[src/rtl/lcd_page_writer.sv]
// lcd_page_writer: reads two text lines from the character BRAM and writes
// them to an HD44780 LCD over the 4-bit bus (set-address command, then data
// bytes, each sent as high nibble then low nibble with an enable strobe).
module lcd_page_writer #(
  parameter logic [10:0] LINE1_BASE = 11'h000,
  parameter logic [10:0] LINE2_BASE = 11'h018,
  parameter int unsigned LINE_LEN   = 16,
  parameter logic [7:0]  TERM_CHAR  = 8'hFF,
  parameter int unsigned SETUP_CYC  = 2,
  parameter int unsigned PULSE_CYC  = 12,
  parameter int unsigned NIBBLE_GAP = 50,
  parameter int unsigned BYTE_WAIT  = 2000
) (
  input  logic        clk,
  input  logic        rst_n,
  input  logic        start,
  output logic        busy,
  output logic        done,
  output logic [10:0] rom_addr,
  input  logic [7:0]  rom_data,
  output logic [3:0]  lcd_d,
  output logic        lcd_rs,
  output logic        lcd_rw,
  output logic        lcd_e
);

  typedef enum logic [3:0] {
    IDLE, CMD, FETCH, LATCH, NIB_HI, NIB_LO, WAIT, NEXT, FIN
  } state_t;

  // Sub-phases of one nibble transfer: data setup, enable high, post-fall gap.
  typedef enum logic [1:0] {PH_SETUP, PH_PULSE, PH_GAP} phase_t;

  state_t      state, state_n;
  phase_t      phase, phase_n;
  logic [15:0] cnt, cnt_n;
  logic [7:0]  byte_q, byte_n;
  logic        rs_q, rs_n;
  logic        line, line_n;
  logic [10:0] ptr, ptr_n;
  logic [4:0]  char_cnt, char_n;
  logic [3:0]  d_q, d_n;
  logic        e_q, e_n;
  logic        busy_q, busy_n;
  logic        done_q, done_n;

  // The pointer drives the BRAM directly so the data arrives in LATCH,
  // one cycle after FETCH.
  assign rom_addr = ptr;
  assign lcd_d    = d_q;
  assign lcd_rs   = rs_q;
  assign lcd_rw   = 1'b0;
  assign lcd_e    = e_q;
  assign busy     = busy_q;
  assign done     = done_q;

  // State and datapath registers; reset clears everything asynchronously.
  always_ff @(posedge clk or negedge rst_n) begin
    if (!rst_n) begin
      state    <= IDLE;
      phase    <= PH_SETUP;
      cnt      <= '0;
      byte_q   <= '0;
      rs_q     <= 1'b0;
      line     <= 1'b0;
      ptr      <= '0;
      char_cnt <= '0;
      d_q      <= '0;
      e_q      <= 1'b0;
      busy_q   <= 1'b0;
      done_q   <= 1'b0;
    end else begin
      state    <= state_n;
      phase    <= phase_n;
      cnt      <= cnt_n;
      byte_q   <= byte_n;
      rs_q     <= rs_n;
      line     <= line_n;
      ptr      <= ptr_n;
      char_cnt <= char_n;
      d_q      <= d_n;
      e_q      <= e_n;
      busy_q   <= busy_n;
      done_q   <= done_n;
    end
  end

  // Next-state and next-output logic for the page walk.
  always_comb begin
    state_n = state;
    phase_n = phase;
    cnt_n   = cnt;
    byte_n  = byte_q;
    rs_n    = rs_q;
    line_n  = line;
    ptr_n   = ptr;
    char_n  = char_cnt;
    d_n     = d_q;
    e_n     = e_q;
    busy_n  = busy_q;
    done_n  = 1'b0;

    case (state)
      IDLE: begin
        if (start) begin
          busy_n  = 1'b1;
          line_n  = 1'b0;
          ptr_n   = LINE1_BASE;
          char_n  = '0;
          byte_n  = 8'h80;
          rs_n    = 1'b0;
          cnt_n   = '0;
          phase_n = PH_SETUP;
          state_n = CMD;
        end
      end
      CMD: begin
        d_n     = byte_q[7:4];
        state_n = NIB_HI;
      end
      FETCH: state_n = LATCH;
      LATCH: begin
        if (rom_data == TERM_CHAR) begin
          state_n = NEXT;
        end else begin
          byte_n  = rom_data;
          rs_n    = 1'b1;
          d_n     = rom_data[7:4];
          ptr_n   = ptr + 11'd1;
          char_n  = char_cnt + 5'd1;
          state_n = NIB_HI;
        end
      end
      NIB_HI, NIB_LO: begin
        cnt_n = cnt + 16'd1;
        case (phase)
          PH_SETUP: if (cnt == 16'(SETUP_CYC - 1)) begin
            phase_n = PH_PULSE;
            cnt_n   = '0;
            e_n     = 1'b1;
          end
          PH_PULSE: if (cnt == 16'(PULSE_CYC - 1)) begin
            phase_n = PH_GAP;
            cnt_n   = '0;
            e_n     = 1'b0;
          end
          PH_GAP: if (cnt == 16'(NIBBLE_GAP - 1)) begin
            phase_n = PH_SETUP;
            cnt_n   = '0;
            if (state == NIB_HI) begin
              d_n     = byte_q[3:0];
              state_n = NIB_LO;
            end else begin
              state_n = WAIT;
            end
          end
          default: phase_n = PH_SETUP;
        endcase
      end
      WAIT: begin
        cnt_n = cnt + 16'd1;
        if (cnt == 16'(BYTE_WAIT - 1)) begin
          cnt_n = '0;
          // Line-address commands are always followed by the first fetch.
          if (rs_q && char_cnt == 5'(LINE_LEN)) state_n = NEXT;
          else                                  state_n = FETCH;
        end
      end
      NEXT: begin
        if (!line) begin
          line_n  = 1'b1;
          ptr_n   = LINE2_BASE;
          char_n  = '0;
          byte_n  = 8'hC0;
          rs_n    = 1'b0;
          d_n     = 4'hC;
          state_n = NIB_HI;
        end else begin
          state_n = FIN;
        end
      end
      FIN: begin
        done_n  = 1'b1;
        busy_n  = 1'b0;
        state_n = IDLE;
      end
      default: state_n = IDLE;
    endcase
  end

endmodule

[config.mk]
export PLATFORM = sky130hd
export DESIGN_NAME = lcd_page_writer
export DESIGN_NICKNAME = d
export VERILOG_FILES = /design/src/rtl/lcd_page_writer.sv
export SDC_FILE = /design/constraint.sdc
export NUM_CORES = 1
export LEC_CHECK = 0
export BUFFER_PORTS_ARGS = -buffer_cell sky130_fd_sc_hd__buf_4
export CAP_MARGIN = 30
export CORE_UTILIZATION = 50
export CTS_BUF_LIST = sky130_fd_sc_hd__clkbuf_4
export DETAILED_ROUTE_END_ITERATION = 6
export MAX_ROUTING_LAYER = met4
export PLACE_DENSITY = 0.81
export SLEW_MARGIN = 5
export SYNTH_ARGS = -nofsm -noshare
export SYNTH_HDL_FRONTEND = slang
export SYNTH_SLANG_ARGS = --single-unit
[constraint.sdc]
create_clock -name clk -period 4.4 [get_ports clk]
set_input_delay 0.88 -clock clk [delete_from_list [all_inputs] [get_ports clk]]
set_output_delay 0.88 -clock clk [all_outputs]
set_load 0.01 [all_outputs]
==> metrics.md <==
| Metric | Value |
|---|---|
| Tcrit/Tclk final | `0.586` |
| Clock power frac | `0.300` |
| P_leak | `1.46 nW` |
| Synth Flop Type | `dfrtp_1` |
| CP endpoint kind | `flip-flop` |
| Max FO, Critical Path | `21` |
| PostCTS Resize Cnt | `0` |
| Residual DRC | `0` |
| TritonRoute pass-1 iters | `5` |
| CTS max path bufs | `2` |
| Vias in the first global route | `2471` |
| Netlist Area Pre-Place | `between 3000 and 4000 µm²` |
| Initial core utilization | `0.532` |
| Worst-Margin Slew | `863 ps` |
| Final cell count without fillers | `423` |
| Warnings, synthesis | `0` |
| Fraction of layout cells with a size suffix above 1 | `0.142` |
| Status | `completed` |
| Synth-to-Final Area Change | `8.86%` |
| Power Density | `233 nW/µm²` |
| Setup-failing EPs final | `0` |
| Max Cap Viol | `0` |
| Min-delay worst type | `reg -> reg` |
| Reg power frac | `0.667` |
| Peak Freq | `roughly 0.39 GHz` |
| NumNets Final | `367` |
| RSZ-0062 raised after global routing | `no` |
| Switch Pwr | `0.185 mW` |
| Synth unique cells | `58` |
| Crit path to | `char_cnt[4]$_DFFE_PN0P_` |
| GRT Overall Usage | `0.233` |
| Critical Path RT | `4670 ps` |
| Filler instances | `512` |
| Largest area contributor in the netlist | `dfrtp_1` |
| Via density | `between 6 and 7` |
| Total CTS buffers | `5` |
| CP startpoint | `state[0]$_DFFE_PN0P_` |
| Avg Cell Area, Syn | `9.15 µm²` |
| Clock Pin Slew Worst Setup and Hold Paths | `170 ps` |
| PortBufs | `29` |
| Clk_lat worst skew | `380 ps` |
| Post-synth EDFFs | `0` |
| Die area | `6360 µm²` |
| Drt wl/cell | `around 15 µm` |
| Comb pwr share | `0.032` |
| DP Cell Count | `around 420` |
| CTS tree | `done` |
| Overflow after GRT | `0` |
| Largest cells by area after synthesis | `dfrtp_1, o21ai_0, nand2_1` |
| FF-to-FF End | `char_cnt[4]$_DFFE_PN0P_` |
| FF-to-FF Start | `state[0]$_DFFE_PN0P_` |
| Cell-internal power | `0.580 mW` |
| I/O Pins | `31` |
| Drt total wl | `6520 µm` |
| Final hold vios | `0` |
| Sw Share | `0.242` |
| Via count | `2568` |
| Post-layout util | `0.579` |
| Final HPWL DP | `4560 µm` |
| Kind of critical path | `reg -> reg` |
| Ys async rst share | `1.00` |
| Post-synthesis net count | `346` |
| First-pass GRT wire length | `~11000 µm` |
| Pin count of the biggest net entering global routing | `56` |
| Root buffer cell | `clkbuf_4` |
| # rows | `27` |
| H-tree level count | `2` |
| Area share of the largest cell type after synthesis | `0.456` |
| Iteration-0 DRC Markers | `228` |
| Min cycle time layout | `2580 ps` |
| Die X | `79.7 µm` |
| Initial antenna violation count | `0` |
| Setup bufs post-CTS | `0` |
| Core box area | `5680 µm²` |
| Post-CTS Hold Fix Bufs | `0` |
| Post-synthesis sequential area ratio | `0.456` |
| Fin. max-slew vios | `0` |
| Max-slew headroom | `0.423` |
| # diodes | `0` |
| DRT antenna net count | `0` |
| VDD IR-drop max | `~0.12 mV` |
| Cell count after synthesis | `330` |
| WP data arrival | `2850 ps` |
| FF+latch count, synth | `55` |
| GPL Wtd Cong | `0.802` |
| Die extent in y | `79.7 µm` |
| Setup_tns | `0 ps` |
| FF-to-FF path depth | `6` |
| Crit path launch type | `flip-flop` |
| Clock sink count | `55` |
| Reg2Reg Setup Slack | `about 1800 ps` |
| Setup Skew | `25.8 ps` |
==> Yosys cell counts, drive strengths merged (3+ instances only) <==
cell	instances
a211o	3
a21o	11
a21oi	22
a22o	5
a31oi	5
and3	10
buf	13
clkbuf	3
dfrtp	55
ha	5
inv	9
nand2	41
nand3	18
nand4	7
nand4b	3
nor2	19
nor3	12
nor4	4
o21ai	42
o22ai	3
o31ai	3
or3	3
==> registers in the layout, indices dropped and copies added (netlist names) <==
name and flops:
busy 1, byte_q 8, char_cnt 5, cnt 16
done 1, lcd_d 4, lcd_e 1, lcd_rs 1
line 1, phase 2, rom_addr 11, state 4
==> through the flow <==
step                setup slack (ps)  cell area (µm²)  power (mW)  hold WS [ps]
finish                          1820             3290       0.765           499
global route                    1560             3290       0.790           530
CTS                             1840             3290       0.769           503
detailed placement              1850             3230       0.546           467
global placement                1910             3230       0.545           462
floorplan                       2420             3020       0.526           447
==> cells by family after synthesis <==
family / synth area share
muxes: 0.00331
other: 0.00124
buffers and inverters: 0.0447
AOI/OAI and AO/OA: 0.237
adders and majority gates: 0.0207
and+or+nand+nor: 0.229
DFF: 0.456
xor gates and xnor gates: 0.00870
==> layout by cell type (no fill, tap or decap), types with 2 or more instances in the layout <==
master / n
a21oi_1: 20
xnor2_1: 2
inv_1: 9
a221oi_1: 2
or3_1: 3
nor2_1: 19
a31oi_1: 5
nor3b_1: 2
dfrtp_1: 55
nor3_2: 3
a21oi_2: 2
o31ai_1: 3
nand4b_1: 2
a21o_1: 11
and3_1: 10
o22a_1: 2
nor4_1: 2
nor4_2: 2
buf_4: 30
nand2_1: 41
a211o_1: 3
o21ai_0: 41
o22ai_1: 3
a22oi_1: 2
ha_1: 5
nor3_1: 9
o21bai_1: 2
clkbuf_4: 5
a22o_1: 5
nand3_1: 18
nand4_1: 7
==> worst max-delay path: stages (launching register included) <==
cell and delay, ps:
dfrtp_1 580, nand2_1 270, nor3_2 520, a221o_1 750, nor3_1 110, a21oi_1 140
o21ai_0 90
==> power by group through the flow <==
stage / logic [mW] / registers (mW) / clock network, mW
2_1_floorplan: 0.00601 / 0.520 / 0
3_3_place_gp: 0.0251 / 0.520 / 0
3_5_place_dp: 0.0258 / 0.520 / 0
4_1_cts: 0.0258 / 0.511 / 0.232
5_1_grt: 0.0283 / 0.511 / 0.250
6_report: 0.0248 / 0.511 / 0.230
==> cell type report <==
type,instances,area (µm²),area share
clock buffers,5,37.5,0.0114
inverters,9,33.8,0.0103
repair buffers,30,225,0.0685
flip-flops and latches,55,1380,0.419
multi-input cells,250,1510,0.459
clock inverters,2,16.3,0.00495
well taps,72,90.1,0.0274
==> metal layers <==
| metal | part of all wire | routed length [µm] | global-route usage |
|---|---|---|---|
| met1 | 0.48 | 3150 | 0.322 |
| met2 | 0.46 | 3020 | 0.350 |
| met3 | 0.043 | 282 | 0.0469 |
| met4 | 0.010 | 67 | 0.0636 |
| met5 | 0 | 0 | - |
==> how the worst min path moves through the flow <==
| stage | slack, ps | start | cells after the start | endpoint |
|---|---|---|---|---|
| after global routing | 530 | rom_addr[10]$_DFFE_PN0P_ | 1 | rom_addr[10]$_DFFE_PN0P_ |
| after global placement | 460 | lcd_d[0]$_DFFE_PN0P_ | 1 | lcd_d[0]$_DFFE_PN0P_ |
| after CTS | 500 | lcd_d[0]$_DFFE_PN0P_ | 1 | lcd_d[0]$_DFFE_PN0P_ |
| final | 500 | lcd_d[0]$_DFFE_PN0P_ | 1 | lcd_d[0]$_DFFE_PN0P_ |
| after floorplan | 450 | byte_q[6]$_DFFE_PN0P_ | 2 | byte_q[6]$_DFFE_PN0P_ |
| after detailed placement | 470 | lcd_d[0]$_DFFE_PN0P_ | 1 | lcd_d[0]$_DFFE_PN0P_ |
Note: power is estimated with default switching activity, not from simulation.
